$ cat src/rtl/spi_xfer_sequencer.sv
// rtl/spi_xfer_sequencer.sv - Wishbone-side sequencer that drives single-byte SPI transfers through simple_spi_top.
// Optional access timeout is compiled in with `define SPI_SEQ_TIMEOUT_EN.
module spi_xfer_sequencer #(
  parameter logic [7:0]  SPCR_INIT   = 8'h50,
  parameter logic [7:0]  SPER_INIT   = 8'h00,
  parameter int unsigned TIMEOUT_CYC = 255
) (
  input  logic       clk_i,
  input  logic       rst_i,
  input  logic       req0_valid_i,
  input  logic       req1_valid_i,
  input  logic [7:0] req0_dat_i,
  input  logic [7:0] req1_dat_i,
  output logic       req0_ready_o,
  output logic       req1_ready_o,
  output logic       rsp0_valid_o,
  output logic       rsp1_valid_o,
  output logic [7:0] rsp_dat_o,
  output logic [1:0] ss_n_o,
  output logic       cyc_o,
  output logic       stb_o,
  output logic       we_o,
  output logic [1:0] adr_o,
  output logic [7:0] dat_o,
  input  logic [7:0] dat_i,
  input  logic       ack_i,
  output logic       busy_o,
  output logic       err_o
);

  localparam logic [1:0] ADR_SPCR = 2'd0;
  localparam logic [1:0] ADR_SPSR = 2'd1;
  localparam logic [1:0] ADR_SPDR = 2'd2;
  localparam logic [1:0] ADR_SPER = 2'd3;

  typedef enum logic [2:0] {
    S_INIT_CR, S_INIT_ER, S_IDLE, S_WR_DR, S_RD_SR, S_RD_DR, S_DONE
  } state_e;

  state_e     state_q, state_d, acc_next;
  logic       cyc_q, cyc_d;
  logic [1:0] ss_q, ss_d;
  logic       gnt_q, gnt_d;
  logic       last_q, last_d;
  logic [7:0] tx_q, tx_d;
  logic [7:0] rx_q, rx_d;
  logic       grant0, grant1;
  logic       acc_st, xfer_st, acc_we;
  logic [1:0] acc_adr;
  logic [7:0] acc_dat;
  logic       abort;

  always_comb begin
    state_d  = state_q;
    cyc_d    = cyc_q;
    ss_d     = ss_q;
    gnt_d    = gnt_q;
    last_d   = last_q;
    tx_d     = tx_q;
    rx_d     = rx_q;
    grant0   = 1'b0;
    grant1   = 1'b0;
    acc_st   = 1'b0;
    xfer_st  = 1'b0;
    acc_we   = 1'b0;
    acc_adr  = ADR_SPCR;
    acc_dat  = 8'h00;
    acc_next = state_q;
    case (state_q)
      S_INIT_CR: begin
        acc_st = 1'b1; acc_we = 1'b1; acc_adr = ADR_SPCR; acc_dat = SPCR_INIT;
        acc_next = S_INIT_ER;
      end
      S_INIT_ER: begin
        acc_st = 1'b1; acc_we = 1'b1; acc_adr = ADR_SPER; acc_dat = SPER_INIT;
        acc_next = S_IDLE;
      end
      S_IDLE: begin
        // last_q names the requester served most recently; the other one wins a tie
        if (req0_valid_i && (!req1_valid_i || last_q)) grant0 = 1'b1;
        else if (req1_valid_i)                          grant1 = 1'b1;
        if (grant0 || grant1) begin
          gnt_d   = grant1;
          last_d  = grant1;
          tx_d    = grant1 ? req1_dat_i : req0_dat_i;
          ss_d    = grant1 ? 2'b01 : 2'b10;
          state_d = S_WR_DR;
        end
      end
      S_WR_DR: begin
        acc_st = 1'b1; xfer_st = 1'b1; acc_we = 1'b1; acc_adr = ADR_SPDR; acc_dat = tx_q;
        acc_next = S_RD_SR;
      end
      S_RD_SR: begin
        acc_st = 1'b1; xfer_st = 1'b1; acc_adr = ADR_SPSR;
        acc_next = dat_i[0] ? S_RD_SR : S_RD_DR;
      end
      S_RD_DR: begin
        acc_st = 1'b1; xfer_st = 1'b1; acc_adr = ADR_SPDR;
        acc_next = S_DONE;
      end
      S_DONE: begin
        ss_d    = 2'b11;
        state_d = S_IDLE;
      end
      default: state_d = S_INIT_CR;
    endcase

    // cyc_q low on state entry gives the mandatory idle cycle between accesses
    if (acc_st) begin
      if (!cyc_q) begin
        cyc_d = 1'b1;
      end else if (ack_i) begin
        cyc_d   = 1'b0;
        state_d = acc_next;
        if (state_q == S_RD_DR) rx_d = dat_i;
      end
    end

    if (abort) begin
      cyc_d   = 1'b0;
      ss_d    = 2'b11;
      rx_d    = 8'hFF;
      state_d = xfer_st ? S_IDLE : S_INIT_CR;
    end
  end

  always_ff @(posedge clk_i or negedge rst_i) begin
    if (!rst_i) begin
      state_q <= S_INIT_CR;
      cyc_q   <= 1'b0;
      ss_q    <= 2'b11;
      gnt_q   <= 1'b0;
      last_q  <= 1'b1;
      tx_q    <= 8'h00;
      rx_q    <= 8'h00;
    end else begin
      state_q <= state_d;
      cyc_q   <= cyc_d;
      ss_q    <= ss_d;
      gnt_q   <= gnt_d;
      last_q  <= last_d;
      tx_q    <= tx_d;
      rx_q    <= rx_d;
    end
  end

`ifdef SPI_SEQ_TIMEOUT_EN
  localparam int unsigned TMO_W = $clog2(TIMEOUT_CYC + 1);
  logic [TMO_W-1:0] tmo_q, tmo_d;

  // Restarts only on a state change, so repeated SPSR polls share one budget
  always_comb begin
    tmo_d = tmo_q;
    if (abort || (state_d != state_q)) tmo_d = '0;
    else if (cyc_q)                    tmo_d = tmo_q + 1'b1;
  end

  always_ff @(posedge clk_i or negedge rst_i) begin
    if (!rst_i) tmo_q <= '0;
    else        tmo_q <= tmo_d;
  end

  assign abort = cyc_q & ~ack_i & (tmo_q == TMO_W'(TIMEOUT_CYC - 1));
`else
  logic unused_tmo;
  assign unused_tmo = (TIMEOUT_CYC == 0);
  assign abort      = 1'b0;
`endif

  assign cyc_o        = cyc_q;
  assign stb_o        = cyc_q;
  assign we_o         = cyc_q & acc_we;
  assign adr_o        = cyc_q ? acc_adr : 2'd0;
  assign dat_o        = cyc_q ? acc_dat : 8'h00;
  assign ss_n_o       = ss_q;
  assign req0_ready_o = grant0;
  assign req1_ready_o = grant1;
  assign rsp0_valid_o = ((state_q == S_DONE) || (abort && xfer_st)) && !gnt_q;
  assign rsp1_valid_o = ((state_q == S_DONE) || (abort && xfer_st)) &&  gnt_q;
  assign rsp_dat_o    = abort ? 8'hFF : rx_q;
  assign busy_o       = (state_q != S_IDLE);
  assign err_o        = abort;

endmodule

$ cat config.mk
export PLATFORM = sky130hd
export DESIGN_NAME = spi_xfer_sequencer
export DESIGN_NICKNAME = d
export VERILOG_FILES = /design/src/rtl/spi_xfer_sequencer.sv
export SDC_FILE = /design/constraint.sdc
export NUM_CORES = 1
export LEC_CHECK = 0
export ABC_AREA = 0
export CAP_MARGIN = 10
export CELL_PAD_IN_SITES_DETAIL_PLACEMENT = 1
export CELL_PAD_IN_SITES_GLOBAL_PLACEMENT = 1
export CORE_MARGIN = 4
export CORE_UTILIZATION = 34
export DETAILED_ROUTE_END_ITERATION = 12
export DONT_BUFFER_PORTS = 1
export PLACE_DENSITY_LB_ADDON = 0.1
export SYNTH_ARGS = -nofsm -noshare
export SYNTH_HDL_FRONTEND = slang
export SYNTH_SLANG_ARGS = --single-unit
$ cat constraint.sdc
create_clock -name clk_i -period 2.22 [get_ports clk_i]
set_clock_uncertainty 0.2 [all_clocks]
set_input_delay 0.444 -clock clk_i [delete_from_list [all_inputs] [get_ports clk_i]]
set_output_delay 0.444 -clock clk_i [all_outputs]
set_load 0.005 [all_outputs]
==> results.json <==
{
  "place.gp.congestion": 0.7583,
  "num_rows": 22,
  "cts_setup_buffers": 0,
  "die_w_um": 69.60,
  "cp-end-kind": "primary output",
  "p_int_mw": 1.210,
  "pwr-share-seq": 0.476,
  "yosysTopAreaCell": "dfrtp_1",
  "synth.avg_cell_area_um2": 10.57,
  "via_count": 886,
  "io-pin-count": 58,
  "relSlewSlack": 0.6651,
  "reg2reg_from": "state_q[0]$_DFFE_PN0P_",
  "hold_start": "dat_i[1]",
  "place_area_um2": 1309,
  "synth_flop_cell": "dfrtp_1",
  "setup_viol": 0,
  "drt_pass1_iterations": 4,
  "fin_nets": 150,
  "tightest_slew_ns": 0.5024,
  "drive_gt1_frac": 0.2333,
  "hold_violations": 0,
  "p_sw_mw": 0.7022,
  "power.share.combinational": 0.369,
  "swShare": 0.3671,
  "syn_nets": 151,
  "worstSetupPathType": "reg -> out",
  "cts_max_level": 1,
  "clkTransAtPathRegs_ns": 0.09,
  "fin_ws_ns": 0.07559,
  "wirelength_um": 2956,
  "synth.distinct_cells": 34,
  "die_h_um": 69.60,
  "pre_cts_ws_ns": 0.2555,
  "peakVddDrop_mv": 0.5697,
  "num_antenna_cells": 0,
  "hold_class": "in -> reg",
  "avgRoutedWirePerCell_um": 17.60,
  "post-route-drc-count": 0,
  "fmax_mhz": 466.3,
  "core_area_um2": 3661,
  "start_util": 0.3524,
  "worstSetupStartpoint": "state_q[2]$_DFFE_PN0P_",
  "grt_pass1_wl_um": 4767,
  "status": "complete, no violations",
  "yosys-top-cells-count": "dfrtp_1 (21), a21oi_1 (13), mux2i_1 (9)",
  "netlist_instances": 122,
  "vias_per_cell": 5.274,
  "tritoncts": "done",
  "grt_max_degree": 25,
  "cts_buffers": 3,
  "total_power_mw": 1.913,
  "drt_iter0_markers": 27,
  "worstPathArrival_ns": 1.50,
  "async_flop_share": 1.000,
  "p_leak_nw": 0.6207,
  "synth.area.top_cells": "dfrtp_1 (41%), mux2_4 (9.3%), mux2i_1 (7.0%)",
  "fin_area_um2": 1404,
  "cap_viol_max_count": 0,
  "post-dp-hpwl_um": 2141,
  "fin_crit_sh": 0.9659,
  "clkPwrFrac": 0.155,
  "utilization": 0.3835,
  "slew_viol_final": 0,
  "track_usage": 0.1210,
  "crit_fanout": 12,
  "min_period_ns": 2.144,
  "cts.root.buffer_cell": "clkbuf_8",
  "synth-edff-count": 0,
  "clk_latency_ns": 0.26,
  "overflow": 0,
  "antenna_found_initial": 0,
  "grt_pass1_vias": 890,
  "yosys.cell_count.top_type": "dfrtp_1",
  "rsz0062_at_grt": "true",
  "ys_seq_elements": 24,
  "powerDensity_nw_per_um2": 1362,
  "clock_sinks": 24,
  "crit_required_ns": 1.58,
  "ys_seq_area_frac": 0.4685,
  "startpoint_type": "register",
  "area_growth_pct": 8.827,
  "yosys_warnings": 0,
  "cts_buffer_depth": 2,
  "port_buffers": 0,
  "route.antenna.remaining_nets": 0,
  "dieArea_um2": 4843,
  "synth_top_area_frac": 0.4074,
  "syn_area_um2": 1290,
  "num-fill-cells": 404
}
## power by group through the flow
stage               Combinational (mW)  Clock (mW)  Sequential, mW
floorplan                        0.657           0           0.792
finish                           0.706       0.296           0.911
global placement                 0.681           0           0.901
global route                     0.787       0.336           0.948
CTS                              0.716       0.315           0.905
detailed placement               0.700           0           0.908
## cells by family (layout without fill, tap and decap cells)
kind of cell | after synthesis | in the layout | share of synthesized area
buffers and inverters | 14 | 12 | 0.05819
flip-flops | 24 | 24 | 0.4685
XOR/XNOR | 1 | 1 | 0.006791
multiplexers | 19 | 19 | 0.1804
other | 1 | 1 | 0.002907
AND/OR/NAND/NOR | 31 | 31 | 0.1339
AO/OA/AOI/OAI | 32 | 32 | 0.1494
## worst max-delay path, stage by stage, from the launching register on
cell	delay, ns
dfrtp_2	0.51
or2b_1	0.30
nor2_1	0.13
buf_4	0.15
and2_1	0.15
## repair_timing
| action | CTS | global route |
|---|---|---|
| hold buffers | 2 | 0 |
| endpoints found under the setup margin | 2 | 8 |
| endpoints found under the hold margin | 24 | 0 |
| gates resized for setup | 1 | 3 |
## sequential cells by signal (all words and copies together) (netlist names)
register   flops
tx_q           8
state_q        3
ss_n_o         2
last_q         1
rsp_dat_o      8
gnt_q          1
cyc_o          1
## final timing paths
| path | slack (ns) | cells after the start | end |
|---|---|---|---|
| worst min register to register | 0.31 | 1 | gnt_q$_DFFE_PN0P_ |
| max in group asynchronous | 1.18 | 2 | ss_n_o[1]$_DFFE_PN1P_ |
| worst max register to register | 0.24 | 3 | rsp_dat_o[7]$_DFFE_PN0P_ |
| worst max-delay path | 0.08 | 4 | dat_o[7] |
| worst min-delay path | 0.12 | 1 | rsp_dat_o[1]$_DFFE_PN0P_ |
| min in group asynchronous | 0.40 | 2 | state_q[1]$_DFFE_PN0P_ |
## routing by layer
metal | vias up | wire length, um | global-route usage
met1 | 428 | 1371 | 0.1583
li1 | 419 | - | -
met4 | 0 | 8 | 0.01952
met3 | 2 | 216 | 0.04493
met2 | 37 | 1360 | 0.1939
met5 | - | 0 | 0
## layout make-up
class	count	area (um^2)	share of cell area
clock buffers	4	55.05	0.03922
inverters	3	11.26	0.008021
multi-input cells	84	616.8	0.4394
flip-flops and latches	24	608.1	0.4332
well taps	48	60.06	0.04278
repair buffers	5	52.55	0.03743
## per-stage QoR
step | cells | hold slack, ns | TNS (ns)
2_1_floorplan | 122 | -0.05159 | 0
3_3_place_gp | 162 | -0.05096 | 0
3_5_place_dp | 162 | -0.05073 | 0
4_1_cts | 168 | 0.1045 | 0
5_1_grt | 168 | 0.09237 | -0.006536
6_report | 168 | 0.1187 | 0
## layout by cell type, fill, tap and decap left out, types with 4 or more instances in the layout
cell / instances
a21oi_1: 13
a31oi_1: 8
and2_1: 8
clkbuf_8: 4
dfrtp_1: 18
mux2_4: 8
mux2i_1: 9
nand2_1: 6
nor2_1: 5
o21ai_0: 4
(Power assumes the default switching activity.)
